`config.mk`:
```
export PLATFORM = sky130hd
export DESIGN_NAME = dtc_vote_accumulator
export DESIGN_NICKNAME = d
export VERILOG_FILES = /design/src/rtl/dtc_pkg.sv /design/src/rtl/dtc_vote_lane.sv /design/src/rtl/dtc_vote_accumulator.sv
export SDC_FILE = /design/constraint.sdc
export NUM_CORES = 1
export LEC_CHECK = 0
export ABC_AREA = 1
export BUFFER_PORTS_ARGS = -buffer_cell sky130_fd_sc_hd__buf_2
export CORE_MARGIN = 4
export CORE_UTILIZATION = 61
export CTS_CLUSTER_DIAMETER = 200
export DETAILED_ROUTE_END_ITERATION = 10
export PLACE_DENSITY = 0.8
export SETUP_SLACK_MARGIN = 0.3
export SYNTH_ARGS = -nofsm -noshare
export SYNTH_HDL_FRONTEND = slang
export SYNTH_SLANG_ARGS = --single-unit
```
`constraint.sdc`:
```
create_clock -name clk -period 4.73 [get_ports clk]
set_input_delay 0.473 -clock clk [delete_from_list [all_inputs] [get_ports clk]]
set_output_delay 0.473 -clock clk [all_outputs]
set_load 0.05 [all_outputs]
```
`src/rtl/dtc_pkg.sv`:
```
// Shared definitions for the decision-tree classifier (DTC) blocks.
//   CODE_W   : width of a classifier result code
//   state_t  : vote accumulator FSM states
//   majority : strict per-bit majority test, 2*cnt > n (ties give 0)
package dtc_pkg;

  localparam int unsigned CODE_W = 7;

  // Wide enough for any legal WINDOW (<= 255); callers zero-extend into it.
  localparam int unsigned MAJ_W = 9;

  typedef enum logic {
    ACCUM = 1'b0,
    EMIT  = 1'b1
  } state_t;

  function automatic logic majority(input logic [MAJ_W-1:0] cnt,
                                    input logic [MAJ_W-1:0] n);
    logic [MAJ_W:0] twice;
    twice = {cnt, 1'b0};
    return twice > {1'b0, n};
  endfunction

endpackage

```
`src/rtl/dtc_vote_lane.sv`:
```
// One bit lane of the vote accumulator: counts how many accepted samples had
// this code bit set and reports the strict-majority bit for the window as it
// will stand after the current cycle's accept.
// Ports:
//   clk, rst     : clock, synchronous active-high reset
//   accept       : a sample is accepted this cycle
//   sample_bit   : this lane's bit of the accepted code
//   clear        : result handed off; start a fresh window
//   n_next       : sample count including this cycle's accept
//   vote         : majority of (cnt_next, n_next)
module dtc_vote_lane #(
  parameter int unsigned CNT_W = 4
) (
  input  logic             clk,
  input  logic             rst,
  input  logic             accept,
  input  logic             sample_bit,
  input  logic             clear,
  input  logic [CNT_W-1:0] n_next,
  output logic             vote
);
  import dtc_pkg::*;

  logic [CNT_W-1:0] cnt;
  logic [CNT_W-1:0] cnt_next;

  always_comb begin
    cnt_next = cnt + CNT_W'(accept & sample_bit);
  end

  assign vote = majority(MAJ_W'(cnt_next), MAJ_W'(n_next));

  always_ff @(posedge clk) begin
    if (rst || clear) begin
      cnt <= '0;
    end else if (accept) begin
      cnt <= cnt_next;
    end
  end

endmodule

```
`src/rtl/dtc_vote_accumulator.sv`:
```
// Majority-vote smoother behind the decision-tree classifier. Accumulates
// per-bit set counts over WINDOW accepted codes (or fewer on flush) and emits
// one strict-majority code per window.
// Ports:
//   clk, rst             : clock, synchronous active-high reset
//   in_valid/in_ready    : input handshake, in_code sampled on accept
//   flush                : close a non-empty window early
//   out_valid/out_ready  : result handshake
//   out_code, out_n      : voted code and number of samples it covers
//   win_count            : results handed off (wraps at 16 bits)
module dtc_vote_accumulator #(
  parameter  int unsigned CODE_W = dtc_pkg::CODE_W,
  parameter  int unsigned WINDOW = 8,
  localparam int unsigned CNT_W  = $clog2(WINDOW + 1)
) (
  input  logic              clk,
  input  logic              rst,
  input  logic              in_valid,
  output logic              in_ready,
  input  logic [CODE_W-1:0] in_code,
  input  logic              flush,
  output logic              out_valid,
  input  logic              out_ready,
  output logic [CODE_W-1:0] out_code,
  output logic [CNT_W-1:0]  out_n,
  output logic [15:0]       win_count
);
  import dtc_pkg::*;

  state_t            state;
  state_t            state_next;
  logic [CNT_W-1:0]  n;
  logic [CNT_W-1:0]  n_next;
  logic [CODE_W-1:0] votes;
  logic              accept;
  logic              close;
  logic              handoff;

  assign in_ready  = (state == ACCUM);
  assign out_valid = (state == EMIT);

  assign accept  = in_valid && in_ready;
  assign handoff = out_valid && out_ready;
  assign n_next  = n + CNT_W'(accept);

  // n_next already includes a same-cycle accept, so a flush alongside the
  // sample that would otherwise open the window still closes it non-empty.
  assign close = (state == ACCUM) &&
                 ((accept && (n_next == CNT_W'(WINDOW))) ||
                  (flush && (n_next != '0)));

  for (genvar i = 0; i < CODE_W; i++) begin : g_lane
    dtc_vote_lane #(
      .CNT_W(CNT_W)
    ) u_lane (
      .clk       (clk),
      .rst       (rst),
      .accept    (accept),
      .sample_bit(in_code[i]),
      .clear     (handoff),
      .n_next    (n_next),
      .vote      (votes[i])
    );
  end

  always_comb begin
    state_next = state;
    case (state)
      ACCUM:   if (close)   state_next = EMIT;
      EMIT:    if (out_ready) state_next = ACCUM;
      default: state_next = ACCUM;
    endcase
  end

  always_ff @(posedge clk) begin
    if (rst) begin
      state     <= ACCUM;
      n         <= '0;
      out_code  <= '0;
      out_n     <= '0;
      win_count <= '0;
    end else begin
      state <= state_next;
      if (handoff) begin
        n         <= '0;
        win_count <= win_count + 16'd1;
      end else if (accept) begin
        n <= n_next;
      end
      if (close) begin
        out_code <= votes;
        out_n    <= n_next;
      end
    end
  end

endmodule

```
== Word level (Yosys, flattened, before mapping) ==
Cells that the tools add are included.

* Bits in registers: 60
* Input bits: 12
* Output and inout bits: 29
* Word-level logic and storage cells: 49

* $add $sub $neg: 9
* $lt $le $gt $ge: 7
* Equality and inequality tests: 1
* Multiplexer cells: 3
* Bitwise logic cells: 8
* Reduce and logical (&&, ||, !) cells: 9

{| class="wikitable"
|+ Operators by type and width
! kind !! number
|-
| > comparator 5 x 4 -> 1 bit || 7
|-
| adder 4 bit || 7
|-
| adder 16 x 1 -> 16 bit, second input constant || 1
|-
| AND 1 bit || 7
|-
| logical AND 1 bit || 5
|-
| adder 4 x 1 -> 4 bit || 1
|-
| == test 4 bit, second input constant || 1
|-
| nonzero test 4 bit || 1
|-
| logical OR 1 bit || 2
|-
| two-way mux 1 bit || 2
|-
| case mux 1 bit (2 select lines) || 1
|-
| OR reduction 2 bit || 1
|-
| inverter 1 bit || 1
|}

== Logic depth before layout (Yosys ltp) ==
Gate-level depths: netlist of the first run.

* Depth after elaboration: 9
* Gate-level depth with buffers: 16
* Depth with buffers taken out: 14

== Modules after synthesis ==
Synthesis of the first run repeated with hierarchy kept, for this count alone.

* Cells, all modules: 536
* Area, all modules: 3646.0 sq um

{| class="wikitable"
|+ By module, submodules not included
! module !! times used !! cells each !! area an instance (sq um) !! seq. area each (sq um)
|-
| dtc_vote_accumulator || 1 || 242 || 1594.0 || 640.6
|-
| dtc_vote_lane at g_lane[0].u_lane ... || 5 || 42 || 292.8 || 80.1
|-
| dtc_vote_lane at g_lane[5].u_lane ... || 2 || 42 || 294.0 || 80.1
|}

== Worst setup path after synthesis of the first run ==
No wires, ideal clock.

* Kind: register to register
* Start: reg state, in the netlist out_valid
* End: reg out_code[0]
* Data arrival time: 2.532 ns
* Slack: 2.084 ns
* Cell stages (with the launch flop): 13
* Cells stage by stage: dfxtp_1 > nor2_4 > inv_1 > clkbuf_1 > nor2_1 > ha_1 > ha_1 > xor2_1 > ha_1 > and3_1 > nand4_1 > a21oi_1 > nor2_1

{| class="wikitable"
|+ RTL lines
! item !! RTL line !! source
|-
| start: declaration || dtc_vote_accumulator.sv:30 || <nowiki>state_t state;</nowiki>
|-
| start signal: assignment || dtc_vote_accumulator.sv:83 || <nowiki>state <= state_next;</nowiki>
|-
| inverter 1 bit || - ||
|-
| logical AND 1 bit || dtc_vote_accumulator.sv:42 || <nowiki>assign accept = in_valid && in_ready;</nowiki>
|-
| AND 1 bit || dtc_vote_lane.sv:28 || <nowiki>cnt_next = cnt + CNT_W'(accept & sample_bit);</nowiki>
|-
| adder 4 bit || dtc_vote_lane.sv:28 ||
|-
| net g_lane[0].u_lane.cnt_next[2] || dtc_vote_lane.sv:25 || <nowiki>logic [CNT_W-1:0] cnt_next;</nowiki>
|-
| > comparator 5 x 4 -> 1 bit || dtc_pkg.sv:21 || <nowiki>return twice > {1'b0, n};</nowiki>
|-
| end signal: assignment || dtc_vote_accumulator.sv:91 || <nowiki>out_code <= votes;</nowiki>
|-
| end: declaration || dtc_vote_accumulator.sv:24 || <nowiki>output logic [CODE_W-1:0] out_code,</nowiki>
|}

The timed path passes the listed nets, and every way through them passes these cells.
A chain may end at the register's enable or synchronous reset.

== Worst setup path after layout of the first run ==
Same ends and word-level chain as after synthesis.

==> flow_summary.yaml, run 1 <==
run_status:
  status: "complete, no violations"
layout:
  syn2layout_area_growth_pct: 14.5
  fin_cells: 608
  n_fill_cell: 424
  antenna_cells: 0
  final_util: 0.735
  drive_gt1_frac: 0.126
  nNetsFinal: 572
routing:
  drt_iter0_markers: 175
  drtAntennaViolNets: 0
  vias_per_cell: 5.18
  wl_per_cell_um: 12.4
  drt-total-wl_um: 7550
  dr.pass1.iters: 6
  num_vias: 3151
  drc: 0
pwr:
  total_power_uw: 1770
  p_leak_uw: 0.00203
  pwr_density_cell_nw_per_um2: 460
  vdd_drop_max_v: 0.000250
placement:
  gp_congestion: 0.819
  hpwlAfterDp_um: 5260
  portBuffers: 40
  placed_cells: 592
sta:
  setup_tns_ns: 0
  slew_headroom: 0.540
  fmax_mhz: 324
  tightest_slew_ns: 0.689
  rsz0062_at_grt: "false"
  timing.final.crit_share: 0.653
  period_minus_slack_ns: 3.09
  finalClockSkew_ns: 0.00674
  finalMaxSlewViolations: 0
  final-setup-viol-count: 0
  finalHoldViolCount: 0
floorplan:
  core_sq_um: 5240
  die_height_um: 82.2
  fp.dieW_um: 82.2
  num_rows: 26
  io_pins: 41
  floorplan.initialDensity: 0.642
  die_area_sq_um: 6760
setup_path:
  worstPathArrival_ns: 3.37
  cp-start-kind: "flop"
  cp_max_fo: 37
  cp.required_ns: 5.01
  worst_setup_path_end_kind: "flop"
  critPathKind: "reg -> reg"
cts:
  clk_pin_slew_ns: 0.07
  root_buffer: "clkbuf_8"
  post_cts_buffers: 0
  cts_tree: "yes"
  cts_htree_levels: 3
  cts_num_sinks: 60
  insertion_delay_ns: 0.34
  cts_buffers: 9
  cts_buffer_depth: 2
  holdBufCountCts: 0
  cts-resized-gates: 0
logic_synthesis:
  seq_area_frac_synth: 0.357
  ys_types: 28
  ys_warn_count: 0
  synth_seq_cells: 60
  async_flop_share: 0
  syn_area_per_cell_sq_um: 6.81
  netlist.area_leader.share: 0.357
  yosys-top-cells-area: "dfxtp_1 36%, nand2_1 12%, ha_1 10%, inv_1 8.7%, nor2_1 8.0%"
  ys_dominant_reg_cell: "dfxtp_1"
  post-synth-top-area-cell: "dfxtp_1"
  syn-num-nets: 533
  synth_edf_count: 0
  postSynthCellCount: 494
  syn_area_sq_um: 3360
global_routing:
  grt_max_degree: 38
  grt_pass1_wl_um: 12500
  gr-total-overflow: 0
  grt_usage: 0.239
  grt_pass1_vias: 2895
  grt_antenna_before_repair: 0
worst_hold_path:
  hp-class: "reg -> reg"
run:
  drv_cap: 0
[stage by stage]
step | hold slack, ns | instance area, sq um | setup slack [ns]
after global placement | 0.452 | 3600 | 1.57
after global routing | 0.481 | 3850 | 1.37
final | 0.466 | 3850 | 1.64
after detailed placement | 0.456 | 3600 | 1.45
after CTS | 0.465 | 3850 | 1.65
after floorplan | 0.484 | 3360 | 2.08
[Yosys cell counts, types with 2 or more instances]
cell,count
clkbuf_1,10
ha_1,27
buf_2,2
nor2_4,3
a21oi_1,33
and3_1,2
o21ai_0,40
o21bai_1,3
nand3_1,24
xor2_1,10
nand4_1,5
nor3_1,3
nor2_1,72
inv_1,78
dfxtp_1,60
nand2_1,106
nand2_2,4
o21a_1,2
[layout make-up]
type / count / area (sq um) / share of cell area
tap: 70 / 87.6 / 0.0228
inverter: 79 / 297 / 0.0770
timing repair buffer: 41 / 208 / 0.0540
sequential: 60 / 1200 / 0.312
multi-input combinational: 342 / 1810 / 0.469
clock buffer: 12 / 155 / 0.0403
clock inverter: 4 / 95.1 / 0.0247
[placed cells by master, fill, tap and decap left out, drive strengths merged, types with 4 or more instances in the layout]
cell type / count
dfxtp: 60
ha: 27
a21oi: 33
nor3: 4
xor2: 10
nand4: 5
inv: 79
clkbuf: 12
nor2: 76
o21ai: 41
nand3: 25
nand2: 110
buf: 41
[report_power, final]
group          switching, uW  internal, uW
Combinational            403           175
Clock                    202           378
Sequential              43.6           567
[cell families (layout without fill, tap and decap cells)]
kind of cell    Yosys count  after routing  share of synthesized area
compound gates           80             80                      0.124
xor+xnor                 10             10                     0.0261
fa+ha+maj                27             27                      0.100
buf+inv                  92            136                      0.106
flops                    60             60                      0.357
simple gates            225            225                      0.287
[routing by layer]
metal / global-route usage / routed length (um) / vias up
met5: 0 / 0 / -
met2: 0.409 / 3620 / 86
met1: 0.288 / 3410 / 1415
met3: 0.0390 / 313 / 18
met4: 0.121 / 204 / 0
li1: - / - / 1632
[path summary, 6_finish.rpt]
kind / start / slack [ns] / end / cells past startpoint
hold reg to reg: out_n[3] / 0.47 / out_n[3] / 2
setup reg to reg: out_valid / 1.64 / out_code[0] / 11
hold / removal: out_n[3] / 0.47 / out_n[3] / 2
setup / recovery: out_valid / 1.64 / out_code[0] / 11
[flip-flops by register name (all words and copies together) (netlist names)]
name / count
g_lane.u_lane.cnt: 28
n: 4
out_code: 7
out_n: 4
out_valid: 1
win_count: 16
[critical path, stage by stage (launching register included)]
cell	delay [ns]
dfxtp_1	0.38
nor2_4	0.57
inv_1	0.54
nor2_1	0.23
ha_1	0.23
ha_1	0.18
xor2_1	0.21
ha_1	0.27
and3_1	0.18
nand4_1	0.08
a21oi_1	0.07
nor2_1	0.08
(Power assumes the default switching activity.)
==> run 2, diff against run 1 <==
Settings changed: CORE_UTILIZATION 61 to 58, PLACE_DENSITY 0.8 to 0.77.
Clock period 4.73 ns to 3.1 ns, I/O delays scaled along.
==> run 2 against run 1 <==
Compared with the run above:
- sequential power grew 52%
- global-route usage fell by 1.5 points
- flip-flop and latch count is the same
- power rose by 52%
- combinational power up 54%
- fmax rose by 30%
- sequential share of layout area shrank 0.19 points
- clock-buffer cell count shrank 2
- clock skew up 0.0032 ns
==> flow_summary.yaml, run 2 (synthesis gave the netlist of run 1 again) <==
run_status:
  status: "complete, no violations"
layout:
  drive_gt1_frac: 0.133
  final_common_cell: "nand2_1"
  top_regs: "g_lane.u_lane.cnt x28, win_count x16, out_code x7"
  final_cell_mix: "106 x nand2_1, 78 x inv_1, 72 x nor2_1"
  n_fill_cell: 482
  syn2layout_area_growth_pct: 15.2
  antenna_cells: 0
  nNetsFinal: 575
  largest_register_ffs: 28
  regMostFlops: "g_lane.u_lane.cnt"
  final_util: 0.695
cts:
  insertion_delay_ns: 0.34
  cts_tree: "yes"
  clk_pin_slew_ns: 0.07
  cts_num_sinks: 60
  holdBufCountCts: 0
  cts_buffers: 9
  root_buffer: "clkbuf_8"
  cts-resized-gates: 0
  cts_buffer_depth: 2
  post_cts_buffers: 0
  cts_htree_levels: 3
floorplan:
  fp.dieW_um: 84.1
  die_area_sq_um: 7080
  die_height_um: 84.1
  io_pins: 41
  core_sq_um: 5570
  num_rows: 27
  floorplan.initialDensity: 0.603
worst_hold_path:
  hp-class: "in -> reg"
  hold_end: "win_count[15]"
  worstHoldPathCells: 2
  worstHoldStart: "rst"
sta:
  finalClockSkew_ns: 0.00995
  timing.final.crit_share: 0.767
  slew_headroom: 0.649
  finalHoldViolCount: 0
  period_minus_slack_ns: 2.38
  fmax_mhz: 421
  hold_ws_ns: 0.311
  tightest_slew_ns: 0.527
  finalMaxSlewViolations: 0
  setup_tns_ns: 0
  rsz0062_at_grt: "false"
  final-setup-viol-count: 0
setup_path:
  reg2reg_to: "out_code[0]"
  rrSetupSlack_ns: 0.72
  cp_max_fo: 16
  critPathKind: "reg -> reg"
  cp.required_ns: 3.34
  path_cells: "nor2_4 > inv_1 > nor2_1 > ha_1 > ha_1 > xor2_1 > ha_1 > and3_1 > nand4_1 > a21oi_1 > nor2_1"
  cp-start-kind: "flop"
  reg2reg_from: "out_valid"
  r2r_cells: 11
  worst_setup_path_end_kind: "flop"
  slowest_delay_ns: 0.43
  worst_path_max_delay_cell: "dfxtp_1"
  cp_common_cell: "ha_1"
  worstPathArrival_ns: 2.62
pwr:
  p_clk_frac: 0.324
  p_leak_uw: 0.00204
  power_frac_comb: 0.331
  power_switching_uw: 987
  vdd_drop_max_v: 0.000539
  cellInternalPower_uw: 1700
  total_power_uw: 2680
  sw_frac_of_total: 0.368
  pwr-share-seq: 0.345
  pwr_density_cell_nw_per_um2: 693
routing:
  dr.pass1.iters: 5
  num_vias: 3078
  drt_iter0_markers: 153
  vias_per_cell: 5.02
  drt-total-wl_um: 7370
  wl_per_cell_um: 12.0
  drtAntennaViolNets: 0
  drc: 0
placement:
  hpwlAfterDp_um: 5280
  portBuffers: 40
  gp_congestion: 0.817
global_routing:
  grt_antenna_before_repair: 0
  grt_pass1_vias: 3080
  gr-total-overflow: 0
  grt_usage: 0.224
  grt_pass1_wl_um: 13100
  grt_max_degree: 36
run:
  drv_cap: 0
## run 2: changes by cell type in the layout (fill, tap and decap cells not counted)
cell,delta
buf_4,+3
clkbuf_1,-1
clkbuf_8,-1
clkinvlp_4,+1
clkinv_4,+1
## run 2: per-stage QoR
stage / worst slack, ns / instance area, sq um / cells
after floorplan: 0.454 / 3360 / 494
after global placement: 0.744 / 3620 / 597
after detailed placement: 0.662 / 3620 / 597
after CTS: 0.708 / 3870 / 613
after global routing: 0.481 / 3870 / 613
final: 0.723 / 3870 / 613
## run 2: worst max path at each step
stage                       end  slack (ns)       from
CTS                 out_code[0]        0.71  out_valid
floorplan           out_code[0]        0.45  out_valid
global route        out_code[3]        0.48  out_valid
finish              out_code[0]        0.72  out_valid
detailed placement  out_code[0]        0.66   in_valid
global placement    out_code[0]        0.74   in_valid
## run 2: worst max-delay path: cells and delay by family, from the launching register on
family	cells	cell delay, ns
compound gates	1	0.16
buf+inv	1	0.35
flops	1	0.43
simple gates	5	0.46
fa+ha+maj	3	0.71
xor+xnor	1	0.16
## run 2: routing by layer
| layer | vias to the layer above | wire (um) | share of wire | global-route usage |
|---|---|---|---|---|
| met4 | 0 | 74 | 0.010 | 0.0775 |
| met3 | 7 | 340 | 0.046 | 0.0510 |
| met5 | - | 0 | 0 | 0 |
| met1 | 1366 | 3370 | 0.46 | 0.270 |
| met2 | 53 | 3590 | 0.49 | 0.392 |
| li1 | 1652 | - | - | - |
## run 2: area by class of cell
class | instances | area [sq um] | area share
clock buffer | 10 | 138 | 0.0355
timing repair buffer | 44 | 230 | 0.0595
inverter | 79 | 297 | 0.0766
sequential | 60 | 1200 | 0.310
clock inverter | 6 | 111 | 0.0288
tap | 72 | 90.1 | 0.0233
multi-input combinational | 342 | 1810 | 0.466
## run 2: power groups by stage
stage / combinational [uW] / clock [uW] / sequential, uW
4_1_cts: 893 / 886 / 926
3_5_place_dp: 885 / 0 / 942
2_1_floorplan: 554 / 0 / 1070
3_3_place_gp: 854 / 0 / 941
6_report: 888 / 868 / 926
5_1_grt: 1020 / 916 / 938
